==> config.mk <==
export PLATFORM = sky130hd
export DESIGN_NAME = mbist_march_gen
export DESIGN_NICKNAME = d
export VERILOG_FILES = /design/src/rtl/mbist_march_gen.sv
export SDC_FILE = /design/constraint.sdc
export NUM_CORES = 1
export LEC_CHECK = 0
export BUFFER_PORTS_ARGS = -buffer_cell sky130_fd_sc_hd__buf_2
export CAP_MARGIN = 20
export CORE_MARGIN = 5
export CORE_UTILIZATION = 45
export CTS_CLUSTER_DIAMETER = 50
export DETAILED_ROUTE_END_ITERATION = 16
export PLACE_DENSITY = 0.72
export SYNTH_ARGS = -nofsm -noshare
export SYNTH_HDL_FRONTEND = slang
export SYNTH_SLANG_ARGS = --single-unit
==> constraint.sdc <==
create_clock -name clk -period 2.6 [get_ports clk]
set_input_delay 0.26 -clock clk [delete_from_list [all_inputs] [get_ports clk]]
set_output_delay 0.26 -clock clk [all_outputs]
set_load 0.03 [all_outputs]
==> src/rtl/mbist_march_gen.sv <==
// March C- address/data sequencer for MBIST: walks six march elements over a
// single-port synchronous RAM, compares read data one cycle later and flags the first failure.
module mbist_march_gen #(
    parameter int ADDR_W = 6,
    parameter int DATA_W = 8
) (
    input  logic              clk,
    input  logic              rst,
    input  logic              ld,
    input  logic              NbarT,
    input  logic [DATA_W-1:0] rdata,
    output logic [ADDR_W-1:0] addr,
    output logic [DATA_W-1:0] wdata,
    output logic              we,
    output logic              re,
    output logic              cout,
    output logic              fail,
    output logic [ADDR_W-1:0] fail_addr,
    output logic [2:0]        dbg_elem
);

    // Handshake: ld has priority and re-initialises; NbarT=1 issues exactly one
    // march op per cycle (NbarT=0 pauses); rdata is valid the cycle after re=1.
    typedef enum logic [2:0] {
        E0_UP_W0   = 3'd0,
        E1_UP_R0W1 = 3'd1,
        E2_UP_R1W0 = 3'd2,
        E3_DN_R0W1 = 3'd3,
        E4_DN_R1W0 = 3'd4,
        E5_UP_R0   = 3'd5
    } elem_t;

    elem_t             r_elem;
    logic              r_op;
    logic [ADDR_W-1:0] r_addr;
    logic              r_rd_pend;
    logic [DATA_W-1:0] r_exp;
    logic [ADDR_W-1:0] r_a_q;
    logic              r_fail;
    logic [ADDR_W-1:0] r_fail_addr;

    elem_t             w_elem_nxt;
    logic              w_op_nxt;
    logic [ADDR_W-1:0] w_addr_nxt;
    logic              w_down;
    logic              w_last_op;
    logic              w_last_addr;
    logic              w_is_read;
    logic              w_run;
    logic              w_wr_one;
    logic              w_rd_one;

    always_comb begin
        w_down      = (r_elem == E3_DN_R0W1) || (r_elem == E4_DN_R1W0);
        w_last_op   = ((r_elem == E0_UP_W0) || (r_elem == E5_UP_R0)) ? 1'b1 : r_op;
        w_last_addr = w_down ? (r_addr == '0) : (r_addr == '1);
        w_is_read   = (r_elem != E0_UP_W0) && !r_op;
        w_wr_one    = (r_elem == E1_UP_R0W1) || (r_elem == E3_DN_R0W1);
        w_rd_one    = (r_elem == E2_UP_R1W0) || (r_elem == E4_DN_R1W0);
        // Reset also forces the strobes low so the RAM sees no op while rst is held.
        w_run       = NbarT && !ld && !rst;
    end

    assign addr      = r_addr;
    assign we        = w_run && !w_is_read;
    assign re        = w_run && w_is_read;
    assign wdata     = we ? {DATA_W{w_wr_one}} : '0;
    assign cout      = w_run && (r_elem == E5_UP_R0) && (r_addr == '1) && w_last_op;
    assign fail      = r_fail;
    assign fail_addr = r_fail_addr;
    assign dbg_elem  = r_elem;

    always_comb begin
        w_elem_nxt = r_elem;
        w_op_nxt   = r_op;
        w_addr_nxt = r_addr;
        if (ld) begin
            w_elem_nxt = E0_UP_W0;
            w_op_nxt   = 1'b0;
            w_addr_nxt = '0;
        end else if (NbarT) begin
            if (!w_last_op) begin
                w_op_nxt = 1'b1;
            end else begin
                w_op_nxt = 1'b0;
                if (!w_last_addr) begin
                    w_addr_nxt = w_down ? r_addr - 1'b1 : r_addr + 1'b1;
                end else if (r_elem == E5_UP_R0) begin
                    w_elem_nxt = E0_UP_W0;
                    w_addr_nxt = '0;
                end else begin
                    w_elem_nxt = elem_t'(r_elem + 3'd1);
                    w_addr_nxt = ((w_elem_nxt == E3_DN_R0W1) || (w_elem_nxt == E4_DN_R1W0)) ? '1 : '0;
                end
            end
        end
    end

    always_ff @(posedge clk or posedge rst) begin
        if (rst) begin
            r_elem <= E0_UP_W0;
            r_op   <= 1'b0;
            r_addr <= '0;
        end else begin
            r_elem <= w_elem_nxt;
            r_op   <= w_op_nxt;
            r_addr <= w_addr_nxt;
        end
    end

    // Read check pipeline; the sticky flag keeps only the first failing address.
    always_ff @(posedge clk or posedge rst) begin
        if (rst) begin
            r_rd_pend   <= 1'b0;
            r_exp       <= '0;
            r_a_q       <= '0;
            r_fail      <= 1'b0;
            r_fail_addr <= '0;
        end else if (ld) begin
            r_rd_pend   <= 1'b0;
            r_fail      <= 1'b0;
            r_fail_addr <= '0;
        end else begin
            r_rd_pend <= re;
            if (re) begin
                r_exp <= {DATA_W{w_rd_one}};
                r_a_q <= r_addr;
            end
            if (r_rd_pend && (rdata != r_exp)) begin
                r_fail <= 1'b1;
                if (!r_fail) begin
                    r_fail_addr <= r_a_q;
                end
            end
        end
    end

endmodule

==> qor.txt, run 1 <==
Synth cell types -> 47
critical path arrival -> 2.79 ns
synthesized instance count -> 160
DIE WIDTH -> 69.3 um
power density over cell area -> 345 mW/mm^2
Overflow after GRT -> 0
max cap viols -> 0
DR vias -> 1319
Hold Fails Final Rpt -> 0
Seq/Total Area, Yosys -> 0.395
GPL Wtd Cong -> 0.828
post-synth design cell area -> 0.00158 sq mm
Root Driver -> clkbuf_4
leakage power -> 0.000913 uW
CTS max path bufs -> 2
setup slack after placement -> -0.0906 ns
post-synthesis mux area share -> 0.0949
Peak VDD IR -> 0.299 mV
global-route wire length before repair -> 6.34 mm
DP HPWL -> 2.76 mm
CTS tree -> done
CP Cell Sequence -> buf_4 -> nand3b_1 -> nand2_8 -> ha_4 -> o21ai_2 -> o21a_1 -> o32a_1 -> or4b_4 -> a31oi_1
Critical Path Start Type -> flop
RSZ-0062 raised after global routing -> no
Syn Area/Cell -> 9.89 sq um
vias in the first global route -> 1384
CP Class -> reg -> reg
Pwr Total -> 683 uW
Initial Util -> 0.471
Synth Area in Simple Gates -> 0.215
Slew @ Worst Pin -> 0.924 ns
via/cell ratio -> 5.32
Post-synth EDFFs -> 0
initial antenna violation count -> 0
outcome -> finished clean
CP bufs+invs -> 1
Ant. Diodes -> 0
adder-cell share of the synthesized area -> 0.0522
Num CTS Buffers -> 3
Slowest cell on crit path -> or4b_4
fin worst setup slack -> 0.0454 ns
Inst Count DP -> 237
Fillers -> 320
ANT nets after route -> 0
Worst EP required -> 2.84 ns
asr flop ratio synth -> 1.00
Site Rows -> 21
Max Clock Skew -> 0.00108 ns
die outline area -> 0.00480 sq mm
syn_nets -> 178
# IOs -> 39
All-Layer GR Usage -> 0.156
Clock transition at path regs -> 0.12 ns
Final Core Density -> 0.588
share of cells above drive strength 1 -> 0.421
CP max FO -> 5
Synth Area in XOR/XNOR -> 0.0221
Crit path max-delay family -> compound AO/OA/AOI/OAI gates
area delta synth->final -> 25.0%
die height -> 69.3 um
post-route minimum period -> 2.55 ns
largest family of logic cells by synthesized area -> simple AND/OR/NAND/NOR gates
Rel. slew slack -> 0.383
H-tree depth -> 1
# port buffers -> 38
final std cells w/o fill -> 248
commonest non-fill, non-tap cell in the layout -> buf_2
Core Area -> 0.00336 sq mm
yosys synthesis warning count -> 0
post-DR wirelength/cell -> 14.7 um
Clk Latency, worst-skew pair -> 0.31 ns
crit-path max cell delay -> 0.49 ns
#FFs+latches synth -> 25
1st-iter DRT viols -> 19
final setup fails -> 0
final setup TNS -> 0 ns
Final #Nets -> 221
clock sinks -> 25
largest net degree at the start of global routing -> 26
drt first pass iters -> 4
final WL -> 3.65 mm
most frequent cells in the layout -> buf_2, dfrtp_1, nor2_1, buf_4, inv_1
DRC viols -> 0
max-slew violations -> 0
complex-gate fraction of the synthesized area -> 0.145
highest clock rate -> 391 MHz
CP endpoint kind -> flop
Min-Delay Path Class -> in -> async
fin crit share -> 0.983
main flop type after synthesis -> dfrtp_1
## kinds of logic (layout without fill, tap and decap cells)
family                   after synthesis  count (layout)
flip-flops                            25              25
multiplexers                          14              14
AND/OR/NAND/NOR                       60              60
XOR/XNOR                               4               4
AO/OA/AOI/OAI                         28              28
buffers and inverters                 23              65
adder cells (fa/ha/maj)                6               6
## where the power goes
part | total [uW] | internal (uW) | switching [uW]
Sequential | 414 | 395 | 19.1
Clock | 167 | 59.9 | 107
Combinational | 102 | 42.5 | 59.1
Total | 683 | 498 | 185
## stage by stage
step / area, sq um / hold slack (ns)
5_1_grt: 1980 / 0.213
3_5_place_dp: 1830 / 0.500
2_1_floorplan: 1610 / 0.287
6_report: 1980 / 0.141
3_3_place_gp: 1830 / 0.493
4_1_cts: 1960 / 0.164
## state kept, by name, summed over array words and instances, names as in the netlist
name,count
r_exp,1
fail,1
dbg_elem,3
addr,6
fail_addr,6
r_op,1
r_a_q,6
r_rd_pend,1
## timing repair
| item | CTS | global route |
|---|---|---|
| hold buffers | 0 | 0 |
| gates resized for setup | 7 | 2 |
| setup buffers | 7 | 0 |
| pin swaps | 8 | 2 |
| setup endpoints to repair | 1 | 2 |
## cell usage after synthesis (2+ instances only)
| master | number | area share |
|---|---|---|
| mux2i_1 | 6 | 0.038 |
| or3_1 | 3 | 0.012 |
| inv_1 | 9 | 0.021 |
| a311oi_1 | 5 | 0.028 |
| a21oi_1 | 4 | 0.013 |
| xnor2_1 | 2 | 0.011 |
| nor2b_1 | 3 | 0.012 |
| dfrtp_1 | 25 | 0.40 |
| nand2_1 | 7 | 0.017 |
| nor3b_1 | 4 | 0.019 |
| buf_4 | 8 | 0.038 |
| clkbuf_1 | 3 | 0.0071 |
| nor4_1 | 2 | 0.0079 |
| mux2_2 | 8 | 0.057 |
| ha_1 | 5 | 0.040 |
| o21a_1 | 3 | 0.014 |
| nand3_1 | 2 | 0.0063 |
| o21ai_0 | 5 | 0.016 |
| or4_1 | 2 | 0.0095 |
| buf_2 | 2 | 0.0063 |
| nand4_1 | 2 | 0.0079 |
| nor3_1 | 6 | 0.019 |
| nor2_1 | 18 | 0.043 |
| xor2_1 | 2 | 0.011 |
| nand3b_1 | 2 | 0.0095 |
## metal layers
metal,vias to the layer above,share of wire,track usage
met5,-,0,0
met4,0,0.016,0.0434
met3,7,0.045,0.0464
met2,32,0.49,0.269
met1,627,0.45,0.186
li1,653,-,-
## layout make-up
cell class	count	area (sq um)	share of cell area
tap	46	57.6	0.0291
sequential	25	629	0.318
inverter	9	33.8	0.0171
timing repair buffer	52	295	0.149
multi-input combinational	112	936	0.473
clock buffer	4	26.3	0.0133
## path summary, 6_finish.rpt
kind | from | to | slack, ns | depth (start not counted)
max | dbg_elem[1] | addr[5] | 0.05 | 9
min | rst | r_op | 0.14 | 2
max reg2reg | dbg_elem[1] | addr[5] | 0.05 | 9
min reg2reg | r_a_q[2] | r_a_q[2] | 0.52 | 1
max in group asynchronous | rst | dbg_elem[0] | 1.84 | 2
min in group clk | NbarT | r_op | 0.23 | 3
(Power assumes the default switching activity.)
==> run 2: changes to the inputs <==
- ABC_AREA: default -> 1
- PLACE_DENSITY: 0.72 -> 0.71
==> qor.txt, run 2 <==
outcome -> finished clean
CP Class -> reg -> out
ANT nets after route -> 0
fin crit share -> 0.757
initial antenna violation count -> 0
Worst EP required -> 2.34 ns
Core Area -> 0.00366 sq mm
syn_nets -> 253
top cell type's share of synthesized area -> 0.370
DR vias -> 1530
CP endpoint kind -> primary output
area delta synth->final -> 14.6%
top-count cell post-synth -> nand2_1
die height -> 71.3 um
CTS tree -> done
power density over cell area -> 378 mW/mm^2
clock sinks -> 25
Final Core Density -> 0.529
Final #Nets -> 288
largest net degree at the start of global routing -> 26
fin worst setup slack -> 0.632 ns
asr flop ratio synth -> 1.00
GPL Wtd Cong -> 0.894
Num CTS Buffers -> 3
worst r2r src -> dbg_elem[0]
# port buffers -> 38
crit path to -> wdata[6]
Commonest cells post-synth -> nand2_1, dfrtp_1, inv_1
Peak VDD IR -> 0.301 mV
CTS max path bufs -> 2
most frequent cells in the layout -> nand2_1, buf_2, dfrtp_1, inv_1
Synth area leaders -> dfrtp_1, nand2_1, nand3_1
M1 wire length -> 1.69 mm
post-route minimum period -> 1.97 ns
setup slack after placement -> 0.765 ns
CP max FO -> 9
Crit. Startpoint -> dbg_elem[0]
Setup Fix Bufs, Post-CTS -> 0
Clock transition at path regs -> 0.09 ns
Site Rows -> 22
final WL -> 3.65 mm
Seq/Total Area, Yosys -> 0.370
Synth cell types -> 27
#FFs+latches synth -> 25
die outline area -> 0.00509 sq mm
highest clock rate -> 508 MHz
RR Endpoint -> addr[5]
vias in the first global route -> 1472
Hold Fails Final Rpt -> 0
DRC viols -> 0
DR top layer -> met4
post-synth top area cell -> dfrtp_1
R2R Setup Slk -> 0.74 ns
Root Driver -> clkbuf_8
max cap viols -> 0
Min-Delay Path Class -> in -> async
wire length on met3 -> 231 um
Rel. slew slack -> 0.671
All-Layer GR Usage -> 0.154
via/cell ratio -> 4.83
post-synth design cell area -> 0.00169 sq mm
final setup TNS -> 0 ns
post-DR wirelength/cell -> 11.5 um
Syn Area/Cell -> 7.20 sq um
global-route wire length before repair -> 6.50 mm
CTS resizes -> 0
Slew @ Worst Pin -> 0.492 ns
RSZ-0062 raised after global routing -> no
Critical Path Start Type -> flop
Clk Latency, worst-skew pair -> 0.27 ns
commonest non-fill, non-tap cell in the layout -> nand2_1
met2 wire length -> 1.72 mm
main flop type after synthesis -> dfrtp_1
critical path arrival -> 1.71 ns
drt first pass iters -> 4
leakage power -> 0.00115 uW
reg2reg path depth -> 11
Initial Util -> 0.462
H-tree depth -> 1
Max Clock Skew -> 0.00554 ns
synthesized instance count -> 235
Post-synth EDFFs -> 0
Overflow after GRT -> 0
1st-iter DRT viols -> 75
max-slew violations -> 0
Ant. Diodes -> 0
yosys synthesis warning count -> 0
DIE WIDTH -> 71.3 um
# hold bufs at CTS -> 0
share of cells above drive strength 1 -> 0.242
DP HPWL -> 2.93 mm
# IOs -> 39
final setup fails -> 0
[run 2: cell count changes after synthesis, sizes merged, moves of 4 or more]
cell	before	now
mux2	8	0
a311oi	5	0
mux2i	6	0
or3	4	0
nand2	7	87
nor3	7	2
nand4	2	8
nor3b	4	0
inv	9	28
nor2	18	28
nand3	2	21
[run 2: area by class of cell]
type,count,area (sq um)
clock buffers,3,41.3
clock inverters,1,7.51
fillers,360,1720
inverters,28,109
multi-input cells,173,897
flip-flops and latches,25,626
well taps,48,60.1
repair buffers,39,198
[run 2: layer usage]
metal	vias up	global-route usage
li1	809	-
met1	676	0.202
met2	43	0.265
met3	2	0.0379
met4	0	0.0167
met5	-	0
[run 2: how the worst min path moves through the flow]
stage                     start            to  slack [ns]  cells after the start
after floorplan             rst       addr[0]        0.15                      1
after global placement      rst      r_a_q[2]        0.39                      3
after detailed placement    rst  fail_addr[1]        0.39                      3
after CTS                   rst       addr[2]        0.09                      3
after global routing        rst       addr[2]        0.11                      3
final                       rst       addr[0]        0.07                      3
[run 2: report_power, final]
part / switching (uW) / internal (uW) / total (uW)
clock network: 131 / 109 / 239
registers: 9.67 / 399 / 408
logic: 56.6 / 27.7 / 84.3
total: 197 / 535 / 732
[run 2: per-stage QoR]
| stage | power [uW] | area, sq um | hold slack, ns | std cells |
|---|---|---|---|---|
| floorplan | 472 | 1700 | 0.148 | 235 |
| detailed placement | 502 | 1890 | 0.390 | 313 |
| CTS | 740 | 1940 | 0.0875 | 317 |
| global route | 770 | 1940 | 0.110 | 317 |
| finish | 732 | 1940 | 0.0734 | 317 |
| global placement | 501 | 1890 | 0.390 | 313 |
[run 2: kinds of logic after synthesis]
group,Yosys count,share of synthesized area
AOI/OAI and AO/OA,17,0.0651
and+or+nand+nor,149,0.409
adders and majority gates,6,0.0488
DFF,25,0.370
buffers and inverters,37,0.102
xor gates and xnor gates,1,0.00518
[run 2: worst max-delay path: stages (launching register included)]
cell and delay [ns]:
dfrtp_1 0.52, nand2_1 0.11, inv_1 0.13, ha_1 0.16
inv_1 0.04, a21boi_2 0.22, buf_2 0.25
